File: src/rtl/mux_scan_reg.sv
// mux_scan_reg: N-channel registered multiplexer with manual select and
// round-robin scan modes.
//
// Parameters:
//   WIDTH    - bits per channel
//   CHANNELS - number of input channels (>= 2)
//   SEL_W    - select width, 2**SEL_W >= CHANNELS
//   DWELL    - enabled scan cycles spent on each channel (>= 1)
// Ports:
//   clk, rst - clock, asynchronous active-high reset
//   en       - cycle enable; all state holds when low
//   mode     - 0 = manual (sel), 1 = scan
//   sel      - manual channel index
//   x        - packed inputs, channel k at [k*WIDTH +: WIDTH]
//   y        - registered selected data
//   valid    - y holds legal channel data
//   cur_sel  - channel currently addressed
//   wrap     - one-cycle pulse after scan wraps to channel 0
module mux_scan_reg #(
    parameter int unsigned WIDTH    = 3,
    parameter int unsigned CHANNELS = 4,
    parameter int unsigned SEL_W    = 2,
    parameter int unsigned DWELL    = 4
) (
    input  logic                      clk,
    input  logic                      rst,
    input  logic                      en,
    input  logic                      mode,
    input  logic [SEL_W-1:0]          sel,
    input  logic [CHANNELS*WIDTH-1:0] x,
    output logic [WIDTH-1:0]          y,
    output logic                      valid,
    output logic [SEL_W-1:0]          cur_sel,
    output logic                      wrap
);

    localparam int unsigned CNT_W = (DWELL > 1) ? $clog2(DWELL) : 1;
    localparam logic [SEL_W-1:0] LAST_SEL = SEL_W'(CHANNELS - 1);
    localparam logic [CNT_W-1:0] LAST_CNT = CNT_W'(DWELL - 1);

    logic [WIDTH-1:0] y_q, y_d;
    logic             valid_q, valid_d;
    logic [SEL_W-1:0] cur_sel_q, cur_sel_d;
    logic             wrap_q, wrap_d;
    logic [CNT_W-1:0] cnt_q, cnt_d;

    logic [WIDTH-1:0] man_data_c, scan_data_c;
    logic             man_ok_c, scan_ok_c;

    // Channel lookup for both index sources; an out-of-range index never
    // reaches the part-select, it just leaves the *_ok flag low.
    always_comb begin
        man_data_c  = '0;
        man_ok_c    = 1'b0;
        scan_data_c = '0;
        scan_ok_c   = 1'b0;
        for (int k = 0; k < int'(CHANNELS); k++) begin
            if (sel == SEL_W'(k)) begin
                man_data_c = x[k*WIDTH +: WIDTH];
                man_ok_c   = 1'b1;
            end
            if (cur_sel_q == SEL_W'(k)) begin
                scan_data_c = x[k*WIDTH +: WIDTH];
                scan_ok_c   = 1'b1;
            end
        end
    end

    // Next-state logic for data, select, dwell counter and wrap pulse.
    always_comb begin
        y_d       = y_q;
        valid_d   = valid_q;
        cur_sel_d = cur_sel_q;
        cnt_d     = cnt_q;
        wrap_d    = 1'b0;
        if (en) begin
            if (!mode) begin
                y_d       = man_data_c;
                valid_d   = man_ok_c;
                cur_sel_d = sel;
                cnt_d     = '0;
            end else if (!scan_ok_c) begin
                // Recover from an illegal select left over from manual mode.
                y_d       = '0;
                valid_d   = 1'b0;
                cur_sel_d = '0;
                cnt_d     = '0;
            end else begin
                y_d     = scan_data_c;
                valid_d = 1'b1;
                if (cnt_q == LAST_CNT) begin
                    cnt_d = '0;
                    if (cur_sel_q == LAST_SEL) begin
                        cur_sel_d = '0;
                        wrap_d    = 1'b1;
                    end else begin
                        cur_sel_d = cur_sel_q + SEL_W'(1);
                    end
                end else begin
                    cnt_d = cnt_q + CNT_W'(1);
                end
            end
        end
    end

    // State registers.
    always_ff @(posedge clk or posedge rst) begin
        if (rst) begin
            y_q       <= '0;
            valid_q   <= 1'b0;
            cur_sel_q <= '0;
            wrap_q    <= 1'b0;
            cnt_q     <= '0;
        end else begin
            y_q       <= y_d;
            valid_q   <= valid_d;
            cur_sel_q <= cur_sel_d;
            wrap_q    <= wrap_d;
            cnt_q     <= cnt_d;
        end
    end

    assign y       = y_q;
    assign valid   = valid_q;
    assign cur_sel = cur_sel_q;
    assign wrap    = wrap_q;

endmodule
File: config.mk
export PLATFORM = sky130hd
export DESIGN_NAME = mux_scan_reg
export DESIGN_NICKNAME = d
export VERILOG_FILES = /design/src/rtl/mux_scan_reg.sv
export SDC_FILE = /design/constraint.sdc
export NUM_CORES = 1
export LEC_CHECK = 0
export BUFFER_PORTS_ARGS = -buffer_cell sky130_fd_sc_hd__buf_2
export CAP_MARGIN = 20
export CORE_UTILIZATION = 40
export CTS_CLUSTER_DIAMETER = 120
export DETAILED_ROUTE_END_ITERATION = 10
export PLACE_DENSITY = 0.66
export SYNTH_ARGS = -nofsm -noshare
export SYNTH_HDL_FRONTEND = slang
export SYNTH_SLANG_ARGS = --single-unit
File: constraint.sdc
create_clock -name clk -period 3.2 [get_ports clk]
set_input_delay 0.32 -clock clk [delete_from_list [all_inputs] [get_ports clk]]
set_output_delay 0.32 -clock clk [all_outputs]
set_load 0.01 [all_outputs]
==> key figures <==
Cells and area
  – Final net count: 121
  – Final Util: 0.533
  – Area Growth Syn to Fin: 19.4%
  – Post-route cell area: 841 µm²
  – Diodes inserted: 0
  – Fraction of layout cells with a size suffix above 1: 0.302

Worst setup path
  – Crit path launch type: register
  – Delay-heaviest family, CP: flip-flops
  – Worst setup EP type: register
  – Buf/Inv on CP: 0
  – FF-to-FF path depth: 4
  – CP Class: reg2reg
  – Worst EP required: 3.38 ns
  – Critical Path Max Stage Delay: 0.45 ns
  – R2R Setup Slk: 1.65 ns
  – Cell chain of the critical path: ha_1, nand2b_1, a31oi_2, mux2i_1
  – Worst R2R End: cur_sel[1]
  – Worst r2r src: cur_sel[0]
  – Setup crit start: cur_sel[0]
  – Critical Path AT: 1.74 ns
  – Crit-path slowest cell: dfrtp_1
  – CP Max Fanout: 7

Timing
  – Period Utilization, post-route: 0.485
  – Max Clk Rate: 645 MHz
  – Final setup viols: 0
  – Hold Slack: 0.0104 ns
  – Minimum clock period: 1.55 ns
  – Slew headroom: 0.764
  – RSZ-0062 raised after global routing: no
  – Slew Limit Fails: 0
  – Least-Margin Pin Slew: 0.353 ns
  – Total negative setup slack: 0 ns
  – Final Hold Vio Count: 0
  – Worst clock skew: 0.00109 ns

Clock tree
  – CTS tree: done
  – Clk Latency, worst-skew pair: 0.26 ns
  – Clock buffer depth: 2
  – Postcts setup bufs: 0
  – Post-CTS sizing: 0
  – # hold bufs at CTS: 0
  – Clock root cell: clkbuf_4
  – H-tree levels: 1
  – Clock Sinks: 9
  – Clock slew at reported path FFs: 0.06 ns
  – TritonCTS Buffers: 3

Pwr
  – Peak supply drop: 0.366 mV
  – Sw Ratio: 0.409
  – P_leak: 0.428 nW
  – Gate power share: 0.498
  – Sequential share of power: 0.344
  – Total chip power: 0.564 mW
  – Clk network pwr share: 0.158
  – Pwr dens: 671 nW/µm²
  – P_int: 0.333 mW
  – Net switching power: 0.231 mW

Synthesis
  – Post-synthesis compound-gate area fraction: 0.171
  – Post-Syn Area: 704 µm²
  – Synth area leaders: dfrtp_1 32%, mux2i_1 14%, ha_1 11%
  – Main combinational cell family by area after synthesis: compound AO/OA/AOI/OAI gates
  – Synthesized Nets: 95
  – Synth warn: 0
  – Count leader, synth: mux2i_1
  – Simple-gate share of the synthesized area: 0.155
  – Post-synth top cells: 10 x mux2i_1, 9 x dfrtp_1, 8 x inv_1
  – Post-synth ARST share: 1.00
  – Netlist cell types: 23
  – Leading area contributor after synthesis: dfrtp_1
  – Post-synth EDFFs: 0
  – Syn Inst Count: 71
  – Post-synthesis mux area share: 0.142
  – Syn avg cell area: 9.92 µm²
  – Synth Area in XOR/XNOR: 0.0124
  – Synth Flop Type: dfrtp_1
  – Adder-cell area share of the yosys netlist: 0.107
  – Share of Yosys cell area claimed by the top area cell type: 0.320
  – Seq/Total Area, Yosys: 0.320
  – Synth Register Bits: 9

Detailed routing
  – Drt wl/cell: 14.3 µm
  – DR vias/cell: 5.74
  – DR pass1 iterations: 8
  – Drt drc: 1
  – Routed Wire Length: 1.60 mm
  – Vias: 643
  – Antenna-violating nets left: 0
  – Iter 0 DRT Violations: 5

Placement
  – Gpl congestion: 0.798
  – Placed Area: 815 µm²
  – Post-DP HPWL: 1.26 mm
  – Buffers on Ports: 24

Floorplan
  – Row Count: 14
  – Chip Height: 44.0 µm
  – Die area: 1930 µm²
  – Starting Density: 0.447
  – CORE AREA: 1580 µm²
  – Ports: 25
  – Die X: 44.0 µm

Outcome
  – Violated checks: design-rule violations
  – Status: finished, violations left

Flow run
  – Max Cap Viol: 0

GRT
  – GRT Total Usage: 0.202
  – First-pass GRT wire length: 2.86 mm
  – Vias in the first global route: 659
  – Gr ovfl total: 0
  – Largest net degree at the start of global routing: 14
  – Antenna violations before repair: 0

Worst hold path
  – Hold Crit Class: in2async
==> kinds of logic (layout without fill, tap and decap cells) <==
family,count (synthesis),after routing
simple gates,18,18
compound gates,15,15
xor+xnor,1,1
buf+inv,12,37
flops,9,9
mux,10,10
fa+ha+maj,6,6
==> power by group through the flow <==
stage	logic, mW	registers (mW)	clock network, mW
2_1_floorplan	0.183	0.205	0
3_3_place_gp	0.277	0.192	0
3_5_place_dp	0.282	0.195	0
4_1_cts	0.283	0.194	0.0931
5_1_grt	0.321	0.201	0.100
6_report	0.281	0.194	0.0892
==> stage by stage <==
step,worst slack [ns],instances
finish,1.65,112
global placement,1.73,108
global route,1.52,112
detailed placement,1.66,108
CTS,1.64,112
floorplan,1.76,71
==> worst max path at each step <==
stage            endpoint  slack [ns]  cells past startpoint
4_1_cts        cur_sel[1]        1.64                      4
5_1_grt        cur_sel[1]        1.52                      4
3_3_place_gp   cur_sel[0]        1.73                      4
2_1_floorplan  cur_sel[0]        1.76                      4
6_report       cur_sel[1]        1.65                      4
3_5_place_dp   cur_sel[1]        1.66                      4
==> area by class of cell <==
type                            count  area (µm²)
Fill cell                         158         736
Multi-Input combinational cell     50         413
Sequential cell                     9         225
Timing Repair Buffer               24         120
Inverter                            9        36.3
Clock buffer                        4        26.3
Tap cell                           16        20.0
==> worst reg2reg max path: stages, from the launching register on <==
cell and delay (ns):
dfrtp_1 0.45, ha_1 0.31, nand2b_1 0.22, a31oi_2 0.29
mux2i_1 0.21
==> sequential cells by signal, indices dropped and copies added (netlist names) <==
name and cells:
y 3, cnt_q 2, valid 1, cur_sel 2
wrap 1
==> cells in the final DEF (no fill, tap or decap), types with 4 or more instances in the layout <==
master and count:
buf_2 24, dfrtp_1 9, inv_1 8, nand3b_1 4
nand4_1 4, mux2i_1 10, ha_1 6
==> layer usage <==
layer / vias up / wire length [µm] / global-route usage
li1: 317 / - / -
met1: 305 / 691 / 0.251
met2: 21 / 803 / 0.313
met3: 0 / 103 / 0.0792
met4: 0 / 0 / 0.0788
met5: - / 0 / 0
Power figures use the tool's default switching activity.
